$ cat src/rtl/regex_imem_arbiter.sv
// Round-robin arbiter sharing one single-port instruction memory among N_CPU fetch ports.
// Grants at most one fetch per cycle; read data is broadcast the cycle after the ready pulse.
module regex_imem_arbiter #(
    parameter int unsigned N_CPU             = 4,
    parameter int unsigned MEMORY_WIDTH      = 16,
    parameter int unsigned MEMORY_ADDR_WIDTH = 11
) (
    input  logic                               clk,
    input  logic                               reset,
    input  logic [N_CPU-1:0]                   cpu_memory_valid,
    input  logic [N_CPU*MEMORY_ADDR_WIDTH-1:0] cpu_memory_addr,
    output logic [N_CPU-1:0]                   cpu_memory_ready,
    output logic [MEMORY_WIDTH-1:0]            cpu_memory_data,
    input  logic                               mem_ready,
    output logic                               mem_en,
    output logic [MEMORY_ADDR_WIDTH-1:0]       mem_addr,
    input  logic [MEMORY_WIDTH-1:0]            mem_rdata,
    output logic                               busy
);

    localparam int unsigned AW    = MEMORY_ADDR_WIDTH;
    localparam int unsigned PTR_W = (N_CPU > 1) ? $clog2(N_CPU) : 1;

    logic [N_CPU-1:0] ready_q, ready_d;
    logic             mem_en_q, mem_en_d;
    logic [AW-1:0]    mem_addr_q, mem_addr_d;
    logic [PTR_W-1:0] rr_ptr_q, rr_ptr_d;

    logic [AW-1:0]    addr_arr [N_CPU];
    logic [N_CPU-1:0] elig;
    logic             found;
    logic [PTR_W-1:0] gsel;
    logic [PTR_W-1:0] cand;

    genvar gi;
    generate
        for (gi = 0; gi < N_CPU; gi++) begin : g_addr
            assign addr_arr[gi] = cpu_memory_addr[gi*AW +: AW];
        end
    endgenerate

    // A core granted last cycle still holds valid; mask it so it is not served twice.
    always_comb begin
        elig  = cpu_memory_valid & ~ready_q;
        found = 1'b0;
        gsel  = '0;
        cand  = '0;
        for (int unsigned k = 0; k < N_CPU; k++) begin
            cand = PTR_W'((32'(rr_ptr_q) + k) % N_CPU);
            if (!found && elig[cand]) begin
                found = 1'b1;
                gsel  = cand;
            end
        end
    end

    always_comb begin
        ready_d    = '0;
        mem_en_d   = 1'b0;
        mem_addr_d = mem_addr_q;
        rr_ptr_d   = rr_ptr_q;
        if (mem_ready && found) begin
            ready_d[gsel] = 1'b1;
            mem_en_d      = 1'b1;
            mem_addr_d    = addr_arr[gsel];
            rr_ptr_d      = PTR_W'((32'(gsel) + 32'd1) % N_CPU);
        end
    end

    always_ff @(posedge clk) begin
        if (reset) begin
            ready_q    <= '0;
            mem_en_q   <= 1'b0;
            mem_addr_q <= '0;
            rr_ptr_q   <= '0;
        end else begin
            ready_q    <= ready_d;
            mem_en_q   <= mem_en_d;
            mem_addr_q <= mem_addr_d;
            rr_ptr_q   <= rr_ptr_d;
        end
    end

    assign cpu_memory_ready = ready_q;
    assign mem_en           = mem_en_q;
    assign mem_addr         = mem_addr_q;
    assign cpu_memory_data  = mem_rdata;
    assign busy             = (|cpu_memory_valid) | mem_en_q;

endmodule
$ cat config.mk
export PLATFORM = sky130hd
export DESIGN_NAME = regex_imem_arbiter
export DESIGN_NICKNAME = d
export VERILOG_FILES = /design/src/rtl/regex_imem_arbiter.sv
export SDC_FILE = /design/constraint.sdc
export NUM_CORES = 1
export LEC_CHECK = 0
export BUFFER_PORTS_ARGS = -buffer_cell sky130_fd_sc_hd__buf_2
export CAP_MARGIN = 30
export CORE_MARGIN = 3
export CORE_UTILIZATION = 39
export CTS_BUF_LIST = sky130_fd_sc_hd__clkbuf_2 sky130_fd_sc_hd__clkbuf_4 sky130_fd_sc_hd__clkbuf_8
export DETAILED_ROUTE_END_ITERATION = 10
export GPL_TIMING_DRIVEN = 0
export PLACE_DENSITY = 0.79
export REMOVE_ABC_BUFFERS = 1
export SYNTH_ARGS = -nofsm -noshare
export SYNTH_HDL_FRONTEND = slang
export SYNTH_SLANG_ARGS = --single-unit
$ cat constraint.sdc
create_clock -name clk -period 2.1 [get_ports clk]
set_clock_uncertainty 0.05 [all_clocks]
set_input_delay 0.42 -clock clk [delete_from_list [all_inputs] [get_ports clk]]
set_output_delay 0.42 -clock clk [all_outputs]
set_load 0.02 [all_outputs]
==> impl_metrics.prom, run 1 <==
# TYPE chip_impl_metric gauge
chip_impl_info{name="status",value="complete, no violations"} 1
chip_impl_info{name="timing.hold.worst.start",value="reset"} 1
chip_impl_info{name="rr_endpoint",value="mem_addr[10]$_SDFFE_PP0P_"} 1
chip_impl_info{name="setup.worst_path.end_class",value="register"} 1
chip_impl_metric{name="worstPathArrival",unit="ns"} 2.07
chip_impl_metric{name="relSlewSlack",unit=""} 0.6329
chip_impl_metric{name="initial_core_util",unit=""} 0.4305
chip_impl_metric{name="syn-instance-count",unit=""} 148
chip_impl_metric{name="netlist_area",unit="sq um"} 1249
chip_impl_metric{name="tritoncts.num_buffers",unit=""} 3
chip_impl_metric{name="placedCellCount",unit=""} 237
chip_impl_metric{name="finish.utilization",unit=""} 0.5332
chip_impl_info{name="grt_setup_unrepaired",value="false"} 1
chip_impl_metric{name="max_clock_freq",unit="GHz"} 0.5283
chip_impl_info{name="critical_path.reg2reg.startpoint",value="rr_ptr_q[1]$_SDFFE_PP0P_"} 1
chip_impl_metric{name="core.rowCount",unit=""} 19
chip_impl_metric{name="synth_cell_type_count",unit=""} 33
chip_impl_metric{name="tightest_slew",unit="ns"} 0.5480
chip_impl_metric{name="cts_hold_buf",unit=""} 0
chip_impl_metric{name="final_number_of_max_transition_violations",unit=""} 0
chip_impl_metric{name="vias_per_cell",unit=""} 5.050
chip_impl_metric{name="worstRegToRegCells",unit=""} 6
chip_impl_metric{name="detailedRoute.firstIterationViolations",unit=""} 32
chip_impl_metric{name="tns",unit="ns"} 0
chip_impl_metric{name="hpwl",unit="um"} 2602
chip_impl_info{name="layout.cells.most_common_list",value="68 x buf_2, 18 x dfxtp_1, 13 x inv_1"} 1
chip_impl_metric{name="floorplan.die_area",unit="sq um"} 3917
chip_impl_metric{name="clkSlewWorstSetupHoldPaths",unit="ns"} 0.11
chip_impl_metric{name="worstPathRequired",unit="ns"} 2.27
chip_impl_metric{name="io_buffer_count",unit=""} 67
chip_impl_metric{name="drive_above_1_share",unit=""} 0.4192
chip_impl_metric{name="powerDensity",unit="nW/um^2"} 632.5
chip_impl_metric{name="synth.yosys.warnings",unit=""} 0
chip_impl_info{name="clock_tree.root_cell",value="clkbuf_4"} 1
chip_impl_metric{name="detailroute.via_count",unit=""} 1212
chip_impl_info{name="worstSetupStartpointType",value="register"} 1
chip_impl_metric{name="routed_wirelength",unit="um"} 3228
chip_impl_metric{name="timing.final.crit_period",unit="ns"} 1.893
chip_impl_metric{name="grt_util_all_layers",unit=""} 0.1617
chip_impl_metric{name="cts_resized",unit=""} 0
chip_impl_metric{name="cts.htree.levels",unit=""} 1
chip_impl_metric{name="fin_nets",unit=""} 271
chip_impl_metric{name="drt_pass1_iterations",unit=""} 4
chip_impl_info{name="worst_path_class_setup",value="register to register"} 1
chip_impl_metric{name="timing.critical_path.fanout_max",unit=""} 22
chip_impl_metric{name="seq_area_frac_synth",unit=""} 0.2886
chip_impl_metric{name="finalHoldViolations",unit=""} 0
chip_impl_metric{name="peakVddDrop",unit="V"} 0.0003128
chip_impl_metric{name="hold_depth",unit=""} 2
chip_impl_metric{name="maxCapViolCount",unit=""} 0
chip_impl_metric{name="drt-wirelength-per-cell",unit="um"} 13.45
chip_impl_metric{name="fin_ws",unit="ns"} 0.2071
chip_impl_metric{name="synth.avg_cell_area",unit="sq um"} 8.437
chip_impl_metric{name="stdcell_area",unit="sq um"} 1546
chip_impl_metric{name="fin_crit_sh",unit=""} 0.9014
chip_impl_metric{name="floorplan.core_area",unit="sq um"} 2900
chip_impl_metric{name="finalHoldWorstSlack",unit="ns"} 0.2829
chip_impl_metric{name="detailedPlace.worstSlack",unit="ns"} -0.1774
chip_impl_metric{name="power.leakage",unit="nW"} 0.7901
chip_impl_metric{name="post_layout_nonfiller_instances",unit=""} 240
chip_impl_metric{name="design.portCount",unit=""} 100
chip_impl_metric{name="setup_viol_count_final",unit=""} 0
chip_impl_metric{name="areaGrowthSynthToFinish",unit="%"} 23.85
chip_impl_metric{name="worst_skew_pair.late_latency",unit="ns"} 0.29
chip_impl_metric{name="grt_max_degree",unit=""} 23
chip_impl_info{name="holdCritPathClass",value="primary input to register"} 1
chip_impl_metric{name="chipWidth",unit="um"} 62.59
chip_impl_info{name="final_common_cell",value="buf_2"} 1
chip_impl_metric{name="cts_buffer_depth",unit=""} 2
chip_impl_info{name="hold_path_end",value="rr_ptr_q[1]$_SDFFE_PP0P_"} 1
chip_impl_metric{name="gp_congestion",unit=""} 0.7949
chip_impl_metric{name="postPlaceCellArea",unit="sq um"} 1516
chip_impl_metric{name="cts_sinks",unit=""} 18
chip_impl_metric{name="postCtsSetupRepairBufs",unit=""} 0
chip_impl_metric{name="postSynthRegisterBits",unit=""} 18
chip_impl_metric{name="postRouteAntennaNets",unit=""} 0
chip_impl_metric{name="globalRouteOverflowTotal",unit=""} 0
chip_impl_metric{name="antenna-diode-count",unit=""} 0
chip_impl_metric{name="number_of_antenna_violations_at_the_first_check_in_global_routing",unit=""} 0
chip_impl_metric{name="ff2ff_setup_slack",unit="ns"} 0.21
chip_impl_metric{name="drt_drc_violations_left",unit=""} 0
chip_impl_info{name="tritoncts",value="done"} 1
chip_impl_metric{name="grt_pass1_vias",unit=""} 1158
chip_impl_metric{name="die_h",unit="um"} 62.59
chip_impl_metric{name="wire_length_of_the_first_global_routing_pass",unit="um"} 5188
chip_impl_metric{name="fin_total_pwr",unit="mW"} 0.9781
==> registers in the layout, summed over array words and instances (netlist names) <==
signal            cells
rr_ptr_q              2
cpu_memory_ready      4
mem_en                1
mem_addr             11
==> area by class of cell <==
cell class / instances / area, sq um
sequential: 18 / 360.3
multi-input combinational: 93 / 683.2
inverter: 14 / 52.55
tap: 42 / 52.55
clock buffer: 3 / 22.52
timing repair buffer: 70 / 375.4
fill: 287 / 1354
==> worst max-delay path: stages (launching register included) <==
cell	delay, ns
dfxtp_1	0.45
nor4b_1	0.09
a31oi_1	0.27
o211ai_4	0.27
buf_16	0.24
or3_1	0.34
o2111ai_1	0.11
==> power breakdown <==
part / switching, mW / internal, mW
clock network: 0.108 / 0.0668
logic: 0.218 / 0.173
registers: 0.0268 / 0.385
==> synth_stat cells (all sizes together) <==
cell type	n	share of area
inv	14	0.042
buf	22	0.13
a31oi	2	0.015
o21ai	3	0.012
nand2	12	0.036
dfxtp	18	0.29
nand2b	3	0.015
a211o	1	0.0070
o211ai	1	0.010
o2111ai	11	0.077
o41ai	1	0.013
a21oi	1	0.0040
nor4b	1	0.0070
and2	5	0.025
a221oi	1	0.0070
nor2b	6	0.040
nor2	4	0.014
or3	11	0.055
clkbuf	1	0.0030
nand3b	1	0.0060
mux2i	12	0.096
ha	4	0.040
a211oi	1	0.0060
nand3	11	0.044
nor3	1	0.0040
==> layer usage <==
| metal | vias to the layer above | GRT usage | routed length (um) |
|---|---|---|---|
| met5 | - | 0 | 0 |
| met3 | 4 | 0.06835 | 322 |
| met4 | 0 | 0.06061 | 44 |
| met2 | 57 | 0.2770 | 1643 |
| li1 | 607 | - | - |
| met1 | 544 | 0.1765 | 1218 |
==> kinds of logic after synthesis <==
| family | Yosys count | share of synthesized area |
|---|---|---|
| muxes | 12 | 0.09620 |
| AOI/OAI and AO/OA | 22 | 0.1513 |
| DFF | 18 | 0.2886 |
| buffers and inverters | 37 | 0.1773 |
| and+or+nand+nor | 55 | 0.2465 |
| adders and majority gates | 4 | 0.04008 |
==> how the worst max path moves through the flow <==
| stage | slack [ns] | to | from |
|---|---|---|---|
| 2_1_floorplan | -0.24 | rr_ptr_q[1]$_SDFFE_PP0P_ | cpu_memory_ready[1]$_SDFF_PP0_ |
| 3_3_place_gp | -0.72 | rr_ptr_q[1]$_SDFFE_PP0P_ | cpu_memory_valid[0] |
| 3_5_place_dp | -0.18 | mem_addr[9]$_SDFFE_PP0P_ | cpu_memory_valid[3] |
| 4_1_cts | 0.05 | mem_addr[9]$_SDFFE_PP0P_ | cpu_memory_ready[3]$_SDFF_PP0_ |
| 5_1_grt | 0.06 | mem_addr[4]$_SDFFE_PP0P_ | rr_ptr_q[1]$_SDFFE_PP0P_ |
| 6_report | 0.21 | mem_addr[10]$_SDFFE_PP0P_ | rr_ptr_q[1]$_SDFFE_PP0P_ |
(Power assumes the default switching activity.)
==> run 2, diff against run 1 <==
--- a/config.mk
+++ b/config.mk
@@ -8,11 +8,12 @@
 export BUFFER_PORTS_ARGS = -buffer_cell sky130_fd_sc_hd__buf_2
 export CAP_MARGIN = 30
 export CORE_MARGIN = 3
-export CORE_UTILIZATION = 39
+export CORE_UTILIZATION = 30
 export CTS_BUF_LIST = sky130_fd_sc_hd__clkbuf_2 sky130_fd_sc_hd__clkbuf_4 sky130_fd_sc_hd__clkbuf_8
 export DETAILED_ROUTE_END_ITERATION = 10
 export GPL_TIMING_DRIVEN = 0
-export PLACE_DENSITY = 0.79
+export MAX_ROUTING_LAYER = met4
+export PLACE_DENSITY = 0.63
 export REMOVE_ABC_BUFFERS = 1
 export SYNTH_ARGS = -nofsm -noshare
 export SYNTH_HDL_FRONTEND = slang
==> impl_metrics.prom, run 2 (synthesized netlist as in run 1, its figures left out) <==
# TYPE chip_impl_metric gauge
chip_impl_info{name="status",value="complete, no violations"} 1
chip_impl_metric{name="postRouteAntennaNets",unit=""} 0
chip_impl_metric{name="globalRouteOverflowTotal",unit=""} 0
chip_impl_metric{name="worst_skew_pair.late_latency",unit="ns"} 0.25
chip_impl_metric{name="cp_num_buf_inv",unit=""} 0
chip_impl_metric{name="largest_register_ff_count",unit=""} 11
chip_impl_metric{name="design.portCount",unit=""} 100
chip_impl_metric{name="drive_above_1_share",unit=""} 0.4221
chip_impl_metric{name="hpwl",unit="um"} 2656
chip_impl_metric{name="post_layout_nonfiller_instances",unit=""} 247
chip_impl_metric{name="finalHoldViolations",unit=""} 0
chip_impl_metric{name="relSlewSlack",unit=""} 0.4423
chip_impl_metric{name="hold_depth",unit=""} 2
chip_impl_metric{name="detailroute.via_count",unit=""} 1170
chip_impl_metric{name="power.leakage",unit="nW"} 0.8044
chip_impl_info{name="cp_top_family",value="compound AO/OA/AOI/OAI gates"} 1
chip_impl_metric{name="setup_viol_count_final",unit=""} 0
chip_impl_info{name="worst_path_class_setup",value="register to register"} 1
chip_impl_info{name="setup.worst_path.end_class",value="register"} 1
chip_impl_metric{name="fin_crit_sh",unit=""} 0.8743
chip_impl_metric{name="max_clock_freq",unit="GHz"} 0.5447
chip_impl_info{name="clock_tree.root_cell",value="clkbuf_8"} 1
chip_impl_metric{name="clkSlewWorstSetupHoldPaths",unit="ns"} 0.07
chip_impl_metric{name="grt_pass1_vias",unit=""} 1176
chip_impl_metric{name="core.rowCount",unit=""} 22
chip_impl_metric{name="number_of_antenna_violations_at_the_first_check_in_global_routing",unit=""} 0
chip_impl_metric{name="tightest_slew",unit="ns"} 0.8350
chip_impl_metric{name="initial_core_util",unit=""} 0.3264
chip_impl_metric{name="areaGrowthSynthToFinish",unit="%"} 27.25
chip_impl_info{name="worstSetupStartpointType",value="register"} 1
chip_impl_info{name="holdCritPathClass",value="primary input to register"} 1
chip_impl_metric{name="critPathMaxStageDelay",unit="ns"} 0.71
chip_impl_metric{name="chipWidth",unit="um"} 70.52
chip_impl_metric{name="peakVddDrop",unit="V"} 0.0002289
chip_impl_metric{name="drt_drc_violations_left",unit=""} 0
chip_impl_metric{name="drt_pass1_iterations",unit=""} 4
chip_impl_metric{name="gp_congestion",unit=""} 0.8088
chip_impl_metric{name="timing.final.crit_period",unit="ns"} 1.836
chip_impl_metric{name="timing.critical_path.fanout_max",unit=""} 11
chip_impl_metric{name="cts_sinks",unit=""} 18
chip_impl_info{name="grt_setup_unrepaired",value="false"} 1
chip_impl_metric{name="io_buffer_count",unit=""} 67
chip_impl_metric{name="cts_buffer_depth",unit=""} 2
chip_impl_metric{name="worstRegToRegCells",unit=""} 5
chip_impl_metric{name="tritoncts.num_buffers",unit=""} 3
chip_impl_metric{name="antenna-diode-count",unit=""} 0
chip_impl_metric{name="worstPathArrival",unit="ns"} 1.96
chip_impl_metric{name="worstPathRequired",unit="ns"} 2.22
chip_impl_info{name="tritoncts",value="done"} 1
chip_impl_info{name="worstPathCellList",value="nand2b_1, o21ai_1, a211oi_2, nand3_1, o2111ai_1"} 1
chip_impl_metric{name="floorplan.core_area",unit="sq um"} 3826
chip_impl_metric{name="wire_length_of_the_first_global_routing_pass",unit="um"} 5575
chip_impl_metric{name="grt_util_all_layers",unit=""} 0.1452
chip_impl_metric{name="fin_nets",unit=""} 271
chip_impl_metric{name="maxCapViolCount",unit=""} 0
chip_impl_metric{name="grt_max_degree",unit=""} 25
chip_impl_metric{name="die_h",unit="um"} 70.52
chip_impl_metric{name="routed_wirelength",unit="um"} 3359
chip_impl_metric{name="finalHoldWorstSlack",unit="ns"} 0.3270
chip_impl_metric{name="powerDensity",unit="nW/um^2"} 690.6
chip_impl_metric{name="detailedRoute.firstIterationViolations",unit=""} 43
chip_impl_metric{name="cts.htree.levels",unit=""} 1
chip_impl_info{name="cpMaxStageDelayCell",value="a211oi_2"} 1
chip_impl_metric{name="fin_total_pwr",unit="mW"} 1.097
chip_impl_metric{name="placedCellCount",unit=""} 242
chip_impl_metric{name="drt-wirelength-per-cell",unit="um"} 13.60
chip_impl_info{name="final_common_cell",value="buf_2"} 1
chip_impl_metric{name="vias_per_cell",unit=""} 4.737
chip_impl_metric{name="floorplan.die_area",unit="sq um"} 4972
chip_impl_info{name="layout.cells.most_common_list",value="67 x buf_2, 18 x dfxtp_1, 13 x inv_1"} 1
chip_impl_metric{name="cp_num_cells",unit=""} 5
chip_impl_metric{name="final_number_of_max_transition_violations",unit=""} 0
[run 2: where the power goes]
part,total [mW],switching (mW),internal (mW)
clock network,0.285,0.119,0.167
logic,0.399,0.222,0.177
registers,0.414,0.0279,0.386
total,1.10,0.368,0.729
[run 2: per-layer routing]
| metal | global-route usage | part of all wire |
|---|---|---|
| met1 | 0.1893 | 0.46 |
| met5 | - | 0 |
| met3 | 0.06763 | 0.12 |
| met2 | 0.1944 | 0.42 |
| met4 | 0.05106 | 0.0068 |
[run 2: what timing repair did]
action	CTS	global route
buffers inserted	0	1
setup endpoints to repair	0	12
gates resized for setup	0	1
hold buffers	0	0
[run 2: worst paths after layout]
check / to / slack, ns / startpoint
setup reg to reg: mem_addr[3]$_SDFFE_PP0P_ / 0.26 / cpu_memory_ready[1]$_SDFF_PP0_
hold reg to reg: mem_addr[10]$_SDFFE_PP0P_ / 0.41 / mem_addr[10]$_SDFFE_PP0P_
setup / recovery: mem_addr[3]$_SDFFE_PP0P_ / 0.26 / cpu_memory_ready[1]$_SDFF_PP0_
hold / removal: rr_ptr_q[1]$_SDFFE_PP0P_ / 0.33 / reset
[run 2: cell type report]
class / instances / area (sq um)
tap: 48 / 60.06
timing repair buffer: 70 / 377.9
multi-input combinational: 93 / 683.2
inverter: 14 / 52.55
sequential: 18 / 360.3
clock buffer: 4 / 55.05
fill: 419 / 2237
[run 2: through the flow]
stage,TNS (ns),setup slack (ns),util,cell area (sq um)
floorplan,-1.695,-0.2382,-,1080
global placement,-9.836,-0.7150,0.3855,1475
detailed placement,-1.810,-0.1702,0.3983,1524
CTS,0,0.05730,0.4127,1579
global route,0,0.08364,0.4153,1589
finish,0,0.2640,0.4153,1589
